[config.mk]
export PLATFORM = sky130hd
export DESIGN_NAME = down_counter_timer
export DESIGN_NICKNAME = d
export VERILOG_FILES = /design/src/rtl/down_counter_timer.sv
export SDC_FILE = /design/constraint.sdc
export NUM_CORES = 1
export LEC_CHECK = 0
export ABC_CLOCK_PERIOD_IN_PS = 3500
export BUFFER_PORTS_ARGS = -buffer_cell sky130_fd_sc_hd__buf_2
export CAP_MARGIN = 5
export CORE_MARGIN = 3
export CORE_UTILIZATION = 45
export CTS_CLUSTER_DIAMETER = 150
export DETAILED_ROUTE_END_ITERATION = 16
export PLACE_DENSITY_LB_ADDON = 0.25
export SETUP_SLACK_MARGIN = 0.05
export SYNTH_ARGS = -nofsm -noshare
export SYNTH_HDL_FRONTEND = slang
export SYNTH_SLANG_ARGS = --single-unit
[constraint.sdc]
create_clock -name clk -period 3.5 [get_ports clk]
set_input_delay 0.175 -clock clk [delete_from_list [all_inputs] [get_ports clk]]
set_output_delay 0.175 -clock clk [all_outputs]
set_load 0.05 [all_outputs]
[src/rtl/down_counter_timer.sv]
// Loadable down counter / interval timer with one-cycle terminal-count pulse and optional auto-reload.
// Outputs are registered and change one edge after the cause. There is no backpressure; enable qualifies each decrement.
module down_counter_timer #(
   parameter int WIDTH = 4
) (
   input  logic             clk,
   input  logic             reset,
   input  logic             abort,
   input  logic             load,
   input  logic [WIDTH-1:0] load_value,
   input  logic             enable,
   input  logic             auto_reload,
   output logic [WIDTH-1:0] q,
   output logic             tc,
   output logic             busy
);

   typedef enum logic {
      IDLE = 1'b0,
      RUN  = 1'b1
   } state_t;

   state_t           state, state_nxt;
   logic [WIDTH-1:0] q_nxt;
   logic [WIDTH-1:0] reload_reg, reload_nxt;
   logic             tc_nxt;

   always_ff @(posedge clk or negedge reset) begin
      if (!reset) begin
         state      <= IDLE;
         q          <= '0;
         reload_reg <= '0;
         tc         <= 1'b0;
      end else begin
         state      <= state_nxt;
         q          <= q_nxt;
         reload_reg <= reload_nxt;
         tc         <= tc_nxt;
      end
   end

   always_comb begin
      state_nxt  = state;
      q_nxt      = q;
      reload_nxt = reload_reg;
      tc_nxt     = 1'b0;
      if (abort) begin
         q_nxt     = '0;
         state_nxt = IDLE;
      end else if (load) begin
         q_nxt      = load_value;
         reload_nxt = load_value;
         state_nxt  = (load_value != '0) ? RUN : IDLE;
      end else if (state == RUN && enable) begin
         if (q > WIDTH'(1)) begin
            q_nxt = q - WIDTH'(1);
         end else if (q == WIDTH'(1)) begin
            tc_nxt = 1'b1;
            if (auto_reload) begin
               q_nxt = reload_reg;
            end else begin
               q_nxt     = '0;
               state_nxt = IDLE;
            end
         end else begin
            // Zero count while running is unreachable; park safely rather than wrap.
            state_nxt = IDLE;
         end
      end
   end

   assign busy = (state == RUN);

endmodule

==> summary.txt <==
Run status
  – Status: completed

STA
  – Final setup violation count: 0
  – Setup Skew: 0.00164 ns
  – Final min period: 1.71 ns
  – Total negative slack: 0 ns
  – Final Max Tran Viols: 0
  – Slew HR: 77.0%
  – Max Freq: 585 MHz
  – Final worst path period share: 48.8%
  – Unrepaired setup endpoints after global routing: no
  – Fin. Hold Viols: 0
  – Slew @ Worst Pin: 0.340 ns

Critical path
  – Critical path depth in cells: 6
  – Reg2reg path depth: 6
  – CP Launch Type: flop
  – CP Cell Sequence: inv_1 > ha_1 > nor2b_4 > a21oi_2 > a311oi_1 > a2111oi_2
  – Crit path max fanout: 5
  – R2r setup slk: 1.79 ns
  – R2r startpoint: q[0]
  – WP buf/inv: 1
  – Setup crit start: q[0]
  – CP endpoint: q[2]
  – Critical Path AT: between 1.5 and 2 ns
  – Crit end category: flop
  – Slowest CP cell: dfrtp_1
  – CP Class: flop to flop
  – Reg-to-Reg End: q[2]
  – CP required: 3.66 ns
  – Worst path top cell family by delay: compound AO/OA/AOI/OAI gates
  – Critical path's largest stage delay: around 0.40 ns

Power and ir drop
  – Total power: ~320 uW
  – Worst IR Drop VDD: between 0.2 and 0.25 mV
  – Leakage power: 0.365 nW
  – Pwr dens: 424 nW/um^2

Logic synthesis
  – Cell variety after synth: 29
  – Syn Nets: a little over 80
  – Yosys reg bits: 10
  – Number of flops mapped to enable cells by yosys: 0
  – Asr flop ratio synth: 100%
  – Adder-Cell Fraction of Synth Area: 3.98%
  – Main combinational cell family by area after synthesis: simple AND/OR/NAND/NOR gates
  – Synth Warn #: 0
  – Post-Synth XOR/XNOR Area: 0%
  – Mux cell area share after synthesis: 0%
  – Simple-gate portion of the synthesized area: 29.7%
  – Sequential area share after synthesis: 39.8%
  – Compound-Gate Fraction of Synth Area: 23.5%
  – Syn Std Cell Area: between 600 and 700 sq um
  – Cell count after synthesis: 71
  – Synth Flop Type: dfrtp_1
  – Post-synthesis area per instance: 8.85 sq um

Die
  – Core Region: 1200 sq um
  – Die X-Extent: approximately 43 um
  – Die area: 1880 sq um
  – Initial Util: 52.3%
  – Die height: 43.4 um
  – Core Rows: 12
  – Top Ports: 16

Route
  – Vias per inst: 5.71
  – WL met3: ~73 um
  – Routed Antenna Nets: 0
  – Detailed Route WL: 1.47 mm
  – Met2 Wirelength: approximately 700 um
  – Uppermost layer routed: met4
  – DRT met1 WL: 641 um
  – Post-route DRC: 0
  – Initial DRC count: 19
  – Vias: 600
  – Wire length per cell: 14.0 um
  – TritonRoute pass-1 iters: 4

CTS
  – CTS clock-pin slew for the worst setup and hold paths: 0.07 ns
  – CTS H-Tree Depth: 1
  – Clk buf depth: 2
  – CTS buffer count: 3
  – CTS tree: built
  – Clock Sinks: 10
  – Post-CTS Resized: 0
  – Root Driver: clkbuf_4
  – Worst-Skew Late Latency: between 0.2 and 0.3 ns

Finish
  – Util after Layout: 63.9%
  – Number of nets in the layout: approximately 100
  – Fill cells: 111
  – Design area: 767 sq um
  – Layout overhead on the synthesized area: 22.1%
  – Final non-filler cell total: 105
  – Most common cell after layout, fill and taps aside: buf_2
  – Share of layout cells above drive strength 1: 29.7%
  – Most frequent cells in the layout: 15 x buf_2, 14 x nand2_1, 10 x dfrtp_1
  – Ant. Diodes: 0

Global route
  – Largest net degree at the start of global routing: 11
  – Antenna violations before repair: 0
  – Vias in the first global route: 580
  – All-Layer GR Usage: a little under a fifth
  – Global-route wire length before repair: 2.58 mm
  – Grt total ovfl: 0

Placement
  – Placed Cells: 100
  – PortBufs: 15
  – Hpwl dp: between 1 and 1.5 mm
  – Gpl congestion: 0.861
  – Post-placement cell area: 721 sq um

Job
  – Max cap viols: 0

Worst hold path
  – Hold crit path type: input pin to flop
Yosys cell counts, drive strengths merged (2+ instances only):
cell type	count	share of area [%]
a31oi	2	2.0
nand2	14	8.4
nor2b	3	4.2
nor3	2	1.6
a21oi	4	3.8
a311oi	2	2.8
inv	5	3.0
ha	2	4.0
or2	3	3.0
a21o	2	2.6
nor4b	2	3.8
o21ai	6	4.8
nor2	6	4.8
dfrtp	10	40
worst min path at each step:
stage	from	to	slack, ns	cells past startpoint
6_report	abort	q[2]	0.13	2
5_1_grt	abort	busy	0.12	2
4_1_cts	abort	q[2]	0.12	2
3_5_place_dp	reset	reload_reg[3]	0.05	1
3_3_place_gp	reset	reload_reg[3]	0.05	1
2_1_floorplan	reset	busy	-0.12	0
routing by layer:
| metal | global-route usage (%) | up-vias |
|---|---|---|
| met1 | 22.3 | 280 |
| met2 | 28.9 | 17 |
| met3 | 5.81 | 5 |
| met5 | 0 | - |
| li1 | - | 298 |
| met4 | 13.9 | 0 |
repair_timing:
action	CTS	global route
setup buffers	0	0
endpoints found under the hold margin	10	0
hold buffers	1	0
worst register-to-register path, cell delays in order, from the launching register on:
cell       delay, ns
dfrtp_1         0.40
inv_1           0.10
ha_1            0.26
nor2b_4         0.16
a21oi_2         0.23
a311oi_1        0.15
a2111oi_2       0.30
metrics by stage:
step	setup WS [ns]	hold WS, ns
floorplan	1.61	-0.121
finish	1.79	0.127
global route	1.70	0.115
detailed placement	1.82	0.0479
global placement	1.89	0.0481
CTS	1.79	0.119
power by group:
| group | internal (mW) | leakage (nW) | switching (mW) | total [mW] |
|---|---|---|---|---|
| sequential | 0.125 | 0.129 | 0.00913 | 0.134 |
| clock | 0.0633 | 0.0210 | 0.0434 | 0.107 |
| combinational | 0.0301 | 0.215 | 0.0538 | 0.0838 |
| total | 0.219 | 0.365 | 0.106 | 0.325 |
cell type report:
class | count | area (sq um) | area share (%)
clock buffer | 4 | 36.3 | 4.73
sequential | 10 | 250 | 32.6
multi-input combinational | 56 | 359 | 46.8
tap | 14 | 17.5 | 2.28
inverter | 5 | 18.8 | 2.45
timing repair buffer | 16 | 85.1 | 11.1
cell families after synthesis:
group,count (synthesis)
adders and majority gates,2
AOI/OAI and AO/OA,20
buffers and inverters,5
and+or+nand+nor,34
DFF,10
Note: power is estimated with default switching activity, not from simulation.
